==> config.mk <==
export PLATFORM = sky130hd
export DESIGN_NAME = frogger_move_gen
export DESIGN_NICKNAME = d
export VERILOG_FILES = /design/src/rtl/frogger_pkg.sv /design/src/rtl/frogger_debounce.sv /design/src/rtl/frogger_move_gen.sv
export SDC_FILE = /design/constraint.sdc
export NUM_CORES = 1
export LEC_CHECK = 0
export ABC_CLOCK_PERIOD_IN_PS = 2600
export CAP_MARGIN = 15
export CORE_MARGIN = 4
export CORE_UTILIZATION = 30
export CTS_CLUSTER_SIZE = 12
export DETAILED_ROUTE_END_ITERATION = 10
export PLACE_DENSITY = 0.44
export SKIP_CTS_REPAIR_TIMING = 1
export SLEW_MARGIN = 20
export SYNTH_ARGS = -nofsm -noshare
export SYNTH_HDL_FRONTEND = slang
export SYNTH_SLANG_ARGS = --single-unit
export TNS_END_PERCENT = 30
==> constraint.sdc <==
create_clock -name i_Clk -period 2.6 [get_ports i_Clk]
set_input_delay 0.52 -clock i_Clk [delete_from_list [all_inputs] [get_ports i_Clk]]
set_output_delay 0.52 -clock i_Clk [all_outputs]
set_load 0.03 [all_outputs]
==> src/rtl/frogger_pkg.sv <==
// rtl/frogger_pkg.sv - shared FSM encoding, direction indices and default timing for frogger_move_gen
package frogger_pkg;

    typedef enum logic [1:0] {
        IDLE     = 2'd0,
        HOLD     = 2'd1,
        REPEAT   = 2'd2,
        WAIT_REL = 2'd3
    } state_t;

    // Bit positions inside the 4-bit debounced level / move vectors
    localparam int UP    = 0;
    localparam int DOWN  = 1;
    localparam int LEFT  = 2;
    localparam int RIGHT = 3;

    // Defaults for a 25 MHz clock
    localparam int c_DEF_DEBOUNCE_LIMIT = 250000;   // 10 ms
    localparam int c_DEF_REPEAT_DELAY   = 12500000; // 500 ms
    localparam int c_DEF_REPEAT_PERIOD  = 5000000;  // 200 ms

    // Fixed priority Up > Down > Left > Right for simultaneous presses
    function automatic logic [1:0] pick_owner(input logic [3:0] lvl);
        if (lvl[UP])        return 2'(UP);
        else if (lvl[DOWN]) return 2'(DOWN);
        else if (lvl[LEFT]) return 2'(LEFT);
        else                return 2'(RIGHT);
    endfunction

endpackage

==> src/rtl/frogger_debounce.sv <==
// rtl/frogger_debounce.sv - 2-flop synchronizer plus counter debounce for one raw button
//
// Ports:
//   i_Clk     system clock
//   i_Rst_n   asynchronous active-low reset
//   i_Switch  raw button, asynchronous to i_Clk
//   o_Switch  debounced level
module frogger_debounce #(
    parameter int c_DEBOUNCE_LIMIT = 250000
) (
    input  logic i_Clk,
    input  logic i_Rst_n,
    input  logic i_Switch,
    output logic o_Switch
);

    localparam int CW = $clog2(c_DEBOUNCE_LIMIT + 1);

    logic          sync_1;
    logic          sync_2;
    logic          stable;
    logic [CW-1:0] cnt;

    always_ff @(posedge i_Clk or negedge i_Rst_n) begin
        if (!i_Rst_n) begin
            sync_1 <= 1'b0;
            sync_2 <= 1'b0;
            stable <= 1'b0;
            cnt    <= '0;
        end else begin
            sync_1 <= i_Switch;
            sync_2 <= sync_1;
            if (sync_2 == stable) begin
                cnt <= '0;
            end else if (cnt == CW'(c_DEBOUNCE_LIMIT - 1)) begin
                // This is the LIMIT-th consecutive differing sample: accept it
                stable <= ~stable;
                cnt    <= '0;
            end else begin
                cnt <= cnt + CW'(1);
            end
        end
    end

    assign o_Switch = stable;

endmodule

==> src/rtl/frogger_move_gen.sv <==
// rtl/frogger_move_gen.sv - turns four raw buttons into single-cycle frogger move commands
//
// Optional feature macro: FRG_AUTO_REPEAT_EN (hold auto-repeat; without it, one pulse per press)
//
// Ports:
//   i_Clk, i_Rst_n                         clock, asynchronous active-low reset
//   i_Switch_1..4                          raw Up/Down/Left/Right buttons
//   i_Enable                               1 = commands allowed
//   o_Up/Down/Left/Right_Mvt               one-cycle move commands (registered)
//   o_Btn_State                            debounced levels {Right,Left,Down,Up}
module frogger_move_gen
    import frogger_pkg::*;
#(
    parameter int c_DEBOUNCE_LIMIT = c_DEF_DEBOUNCE_LIMIT
`ifdef FRG_AUTO_REPEAT_EN
    ,
    parameter int c_REPEAT_DELAY   = c_DEF_REPEAT_DELAY,
    parameter int c_REPEAT_PERIOD  = c_DEF_REPEAT_PERIOD
`endif
) (
    input  logic       i_Clk,
    input  logic       i_Rst_n,
    input  logic       i_Switch_1,
    input  logic       i_Switch_2,
    input  logic       i_Switch_3,
    input  logic       i_Switch_4,
    input  logic       i_Enable,
    output logic       o_Up_Mvt,
    output logic       o_Down_Mvt,
    output logic       o_Left_Mvt,
    output logic       o_Right_Mvt,
    output logic [3:0] o_Btn_State
);

    logic [3:0] lvl;

    frogger_debounce #(.c_DEBOUNCE_LIMIT(c_DEBOUNCE_LIMIT)) u_db_up (
        .i_Clk(i_Clk), .i_Rst_n(i_Rst_n), .i_Switch(i_Switch_1), .o_Switch(lvl[UP]));
    frogger_debounce #(.c_DEBOUNCE_LIMIT(c_DEBOUNCE_LIMIT)) u_db_down (
        .i_Clk(i_Clk), .i_Rst_n(i_Rst_n), .i_Switch(i_Switch_2), .o_Switch(lvl[DOWN]));
    frogger_debounce #(.c_DEBOUNCE_LIMIT(c_DEBOUNCE_LIMIT)) u_db_left (
        .i_Clk(i_Clk), .i_Rst_n(i_Rst_n), .i_Switch(i_Switch_3), .o_Switch(lvl[LEFT]));
    frogger_debounce #(.c_DEBOUNCE_LIMIT(c_DEBOUNCE_LIMIT)) u_db_right (
        .i_Clk(i_Clk), .i_Rst_n(i_Rst_n), .i_Switch(i_Switch_4), .o_Switch(lvl[RIGHT]));

    state_t     state, state_next;
    logic [1:0] owner, owner_next;
    logic [3:0] mvt, mvt_next;

`ifdef FRG_AUTO_REPEAT_EN
    localparam int c_REPEAT_MAX = (c_REPEAT_DELAY > c_REPEAT_PERIOD) ? c_REPEAT_DELAY : c_REPEAT_PERIOD;
    localparam int RCW          = $clog2(c_REPEAT_MAX + 1);

    logic [RCW-1:0] rpt_cnt, rpt_next;
`endif

    always_ff @(posedge i_Clk or negedge i_Rst_n) begin
        if (!i_Rst_n) begin
            state   <= IDLE;
            owner   <= 2'd0;
            mvt     <= 4'd0;
`ifdef FRG_AUTO_REPEAT_EN
            rpt_cnt <= '0;
`endif
        end else begin
            state   <= state_next;
            owner   <= owner_next;
            mvt     <= mvt_next;
`ifdef FRG_AUTO_REPEAT_EN
            rpt_cnt <= rpt_next;
`endif
        end
    end

    // A pulse is only ever produced on a state change or from a counter that restarts at 0,
    // so two pulses can never land on consecutive cycles.
    always_comb begin
        state_next = state;
        owner_next = owner;
        mvt_next   = 4'd0;
`ifdef FRG_AUTO_REPEAT_EN
        rpt_next   = rpt_cnt;
`endif
        if (!i_Enable) begin
            // Anything held while disabled must be released before it can fire again
            state_next = WAIT_REL;
        end else begin
            case (state)
                IDLE: begin
                    if (|lvl) begin
                        owner_next           = pick_owner(lvl);
                        mvt_next[owner_next] = 1'b1;
                        state_next           = HOLD;
`ifdef FRG_AUTO_REPEAT_EN
                        rpt_next             = '0;
`endif
                    end
                end
                HOLD: begin
                    if (!lvl[owner]) begin
                        state_next = IDLE;
`ifdef FRG_AUTO_REPEAT_EN
                    end else if (rpt_cnt == RCW'(c_REPEAT_DELAY - 1)) begin
                        mvt_next[owner] = 1'b1;
                        state_next      = REPEAT;
                        rpt_next        = '0;
                    end else begin
                        rpt_next = rpt_cnt + RCW'(1);
`endif
                    end
                end
`ifdef FRG_AUTO_REPEAT_EN
                REPEAT: begin
                    if (!lvl[owner]) begin
                        state_next = IDLE;
                    end else if (rpt_cnt == RCW'(c_REPEAT_PERIOD - 1)) begin
                        mvt_next[owner] = 1'b1;
                        rpt_next        = '0;
                    end else begin
                        rpt_next = rpt_cnt + RCW'(1);
                    end
                end
`endif
                WAIT_REL: begin
                    if (lvl == 4'd0) state_next = IDLE;
                end
                default: state_next = IDLE;
            endcase
        end
    end

    assign o_Up_Mvt    = mvt[UP];
    assign o_Down_Mvt  = mvt[DOWN];
    assign o_Left_Mvt  = mvt[LEFT];
    assign o_Right_Mvt = mvt[RIGHT];
    assign o_Btn_State = lvl;

endmodule
# [After elaboration in Yosys (flattened, before gate mapping)]
# Cells that the tools add are included.
[totals] elab_cells=83 inputBits=7 latchBits=0 mem_count=0 mem_bits_rw=0 register_bits=92 rom_bits=0
[op_classes] n_reduce_logical=10 shift=0 n_addsub=4 n_bitwise=8 multipliers=0 n_lt_le_gt_ge=3 eq_ne=13 mux=26 div_mod_pow=0
[ops] operator="2-to-1 mux 18 bit" n=8
[ops] operator="adder 18 x 1 -> 18 bit, second input constant" n=4
[ops] operator="equality test 18 bit, second input constant" n=4
[ops] operator="2-to-1 mux 2 bit" n=9
[ops] operator="2-to-1 mux 4 bit" n=3
[ops] operator="inequality test 3 bit, second input constant" n=3
[ops] operator="NOT 1 bit" n=8
[ops] operator="AND reduction 2 bit" n=4
[ops] operator="< comparator 2 x 3 -> 1 bit, second input constant" n=2
[ops] operator="one-hot mux 2 bit (3 select lines)" n=1
[ops] operator="AND reduction 3 bit" n=2
[ops] operator="equality test 1 bit" n=4
[ops] operator="logical NOT 4 bit" n=1
[ops] operator="OR reduction 4 bit" n=1
[ops] operator="2-to-1 mux 1 bit" n=3
[ops] operator="binary-select mux 1 bit (select 2 bit)" n=1
[ops] operator="demux 1 bit (select 2 bit)" n=1
[ops] operator="equality test 2 x 1 -> 1 bit, second input constant" n=1
[ops] operator="equality test 2 bit, second input constant" n=1
[ops] operator="greater-or-equal comparator 2 x 1 -> 1 bit, second input constant" n=1
[ops] operator="logical NOT 2 bit" n=1
[ops] operator="logical AND 1 bit" n=1

# [Logic depth before layout (Yosys ltp)]
[logic_depth] depth_word=13 mapped_depth=6

# [Cells and area by module]
# A second synthesis with hierarchy kept.
[hier_totals] cells_unflattened=428 hier_area_um2=4489.3
[modules_own_cells] module="frogger_debounce" instances=4 area_each_um2=1029.7 cells_per_inst=99
[modules_own_cells] module="frogger_move_gen" instances=1 area_each_um2=370.4 cells_per_inst=32

# [Least setup slack after synthesis]
# OpenSTA, ideal clock, no wires.
[synth_path] path_kind="reg-to-reg" startpoint="register u_db_up.cnt[13]" endpoint="register u_db_up.stable, in the netlist u_db_up.o_Switch" period_less_slack_ps=2014 path_slack_ps=586 stages_incl_launch_ff=5 t_required_ps=2475 t_arrival_ps=1889 setup_time_ps=125 path_cell_list="dfrtp_1 or4b_1 or4_4 nor2_1 mux2_2"
[synth_via] elab_chain_len=2
[synth_lines] item="start, declared" line_no="frogger_debounce.sv:22" text="logic [CW-1:0] cnt;"
[synth_lines] item="start signal, assigned" line_no="frogger_debounce.sv:40" text="cnt <= cnt + CW'(1);"
[synth_lines] item="equality test 18 bit" line_no="frogger_debounce.sv:35" text="end else if (cnt == CW'(c_DEBOUNCE_LIMIT - 1)) begin"
[synth_lines] item="AND reduction 2 bit (no line)"
[synth_lines] item="end signal, assigned" line_no="frogger_debounce.sv:37" text="stable <= ~stable;"
[synth_lines] item="end, declared" line_no="frogger_debounce.sv:21" text="logic stable;"
# No other way between the ends.
# A chain may end at the register's enable or synchronous reset.

# [Final worst setup path]
[layout_path] startpoint="register u_db_up.cnt[13]" endpoint="register u_db_up.cnt[12]"
[layout_via] elab_chain_len=3
[layout_lines] item="equality test 18 bit" line_no="frogger_debounce.sv:35"
[layout_lines] item="2-to-1 mux 18 bit" line_no="frogger_debounce.sv:35"
[layout_lines] item="2-to-1 mux 18 bit" line_no="frogger_debounce.sv:33" text="if (sync_2 == stable) begin"
# No other way between the ends.

==> impl_metrics.ini <==
[cts]
cts.sinks = 92
clock_latency_ps = 340
clkTransAtPathRegs_ps = 60
cts_inserted_buffers = 9
root_buffer = clkbuf_16
cts_tree = yes
h-tree-depth = 3
clock_path_buffers = 2

[die]
rows = 43
ioPinCount = 15
die_area_um2 = 16500
core_area_um2 = 14000
start_util = 0.311
die_y_um = 129
die_w_um = 129

[yosys]
synthTopCellsByCount = dfrtp_1, nor2_1, xnor2_1
postSynth.asyncResetShare = 1.00
synthFlopType = dfrtp_1
synth_top_family_by_area = simple AND/OR/NAND/NOR gates
synth_area_um2 = 4370
synth.area.mux_share = 0.0181
synthAdderAreaFrac = 0.0115
synth_cell_type_count = 40
yosysSeqAreaShare = 0.527
synth_area_leader_cell = dfrtp_1
syn_nets = 432
synth_edf_count = 0
synthSimpleGateAreaFrac = 0.246
synthXorXnorAreaFrac = 0.120
avgSynthCellArea_um2 = 10.4
yosys_warnings = 0
synth-compound-area-share = 0.0459
synth.top_cell.area_share = 0.527
synth_area_leaders = dfrtp_1, xnor2_1, nor2_1, xor2_1, nand4_1
synthCells = 421
synth-seq-cells = 92
synth.most_common_cell = dfrtp_1

[timing]
rsz0062_at_grt = no
final.setup_skew_ps = 3.96
relSlewSlack = 0.591
slew_viol_final = 0
setup-tns-final_ps = 0
finalSetupViolations = 0
fin_crit_ps = 2190
hold_viol = 0
fmax_mhz = 456
tightestPinTransition_ps = 608
post-route-period-util = 0.843

[setup_path]
worstSetupPathType = register to register
critPathMaxStageDelay_ps = 540
worstPathRequired_ps = 2810
cp_top_family = simple AND/OR/NAND/NOR gates
start_kind = register
worstPathArrival_ps = 2400
path_cells = or4b_1, or4_4, o21ai_4, nor2_1
end_kind = register
crit_buf_inv = 0
path_max_fanout = 18
cp_slowest_cell = or4b_1
cp.depth = 4
worstRegToRegCells = 4

[placement]
hpwl_um = 5680
gp_congestion = 0.787
io_buffers = 14
placed_cell_area_um2 = 4710

[layout]
regArea_um2 = 2300
syn_to_final_growth_pct = 14.9
drive_above_1_share = 0.0856
diodes = 0
fin_area_um2 = 5010
layout.nets = 450
fillers = 1426
multiInputGateArea_um2 = 1930

[pwr]
peakVddDrop_uv = 420
p_leak_uw = 0.00200
p_per_area_nw_per_um2 = 580
power_uw = 2910

[run_status]
outcome = completed

[route]
avgRoutedWirePerCell_um = 13.6
detail-route-antenna-nets = 0
via_count = 3034
drt-vias-per-instance = 4.86
wirelength_um = 8470
drtPass1Iterations = 4
drc = 0
drt_iter0_markers = 180

[global_route]
antenna_found_initial = 0
grt_max_degree = 93
grt_overflow = 0
grt_pass1_vias = 3006
grt_use_total = 0.112
grt_pass1_wl_um = 14800

[worst_hold_path]
hold_class = input port to async pin

[job]
maxCapViolCount = 0
final timing paths:
path / from / to / slack, ps
min in group i_Clk: u_db_down.sync_1 / u_db_down.sync_2 / 350
hold reg to reg: u_db_down.sync_1 / u_db_down.sync_2 / 350
setup / recovery: u_db_up.cnt[13] / u_db_up.cnt[12] / 410
setup reg to reg: u_db_up.cnt[13] / u_db_up.cnt[12] / 410
hold / removal: i_Rst_n / u_db_right.cnt[6] / 190
max in group asynchronous: i_Rst_n / u_db_left.cnt[0] / 2000
report_power, final:
part,switching [uW],internal [uW]
clock network,537,798
logic,63.9,36.6
registers,20.1,1450
cell usage in the layout, fill, tap and decap left out, drive strengths merged, types with 2 or more instances in the layout:
cell,instances
dfrtp,92
or3,2
nor4,20
and3,2
or4,7
or4b,2
or2,2
nor2,74
buf,9
nand2,19
clkinvlp,2
nand3b,2
inv,11
nor4b,3
a21oi,10
xor2,28
o21ai,5
o31ai,4
clkbuf,13
o41ai,3
mux2,5
and2,2
xnor2,32
and4,8
nand4,25
clkdlybuf4s50,13
nor3,9
ha,4
nand3,28
registers in the layout, indices dropped and copies added (netlist names), 2 cells and up:
register and cells:
u_db_down.cnt 18, owner 2, u_db_right.cnt 18, mvt 4, u_db_up.cnt 18, u_db_left.cnt 18, state 2
per-layer routing:
metal	global-route usage	vias to the layer above	wire (um)
met1	0.149	1480	4200
li1	-	1514	-
met5	0	-	0
met2	0.171	31	3850
met3	0.0369	9	304
met4	0.0420	0	112
through the flow:
stage / cells / utilization / hold WS, ps / setup WS, ps
floorplan: 421 / - / 224 / 586
finish: 624 / 0.357 / 195 / 408
detailed placement: 608 / 0.335 / 335 / 388
global route: 624 / 0.357 / 264 / 276
global placement: 608 / 0.335 / 334 / 426
CTS: 624 / 0.357 / 237 / 385
worst reg2reg max path, cell delays in order (launching register included):
cell and delay [ps]:
dfrtp_1 440, or4b_1 540, or4_4 540, o21ai_4 430, nor2_1 110
cell type report:
type / count / area share
Sequential cell: 92 / 0.459
Timing Repair Buffer: 22 / 0.0419
Tap cell: 180 / 0.0449
Inverter: 11 / 0.00823
Multi-Input combinational cell: 303 / 0.385
Clock buffer: 13 / 0.0519
Clock inverter: 3 / 0.00898
cells by family after synthesis:
group                    after synthesis
XOR/XNOR                              60
AND/OR/NAND/NOR                      208
flip-flops                            92
multiplexers                           6
adder cells (fa/ha/maj)                4
buffers and inverters                 26
AO/OA/AOI/OAI                         25
Note: power is estimated with default switching activity, not from simulation.
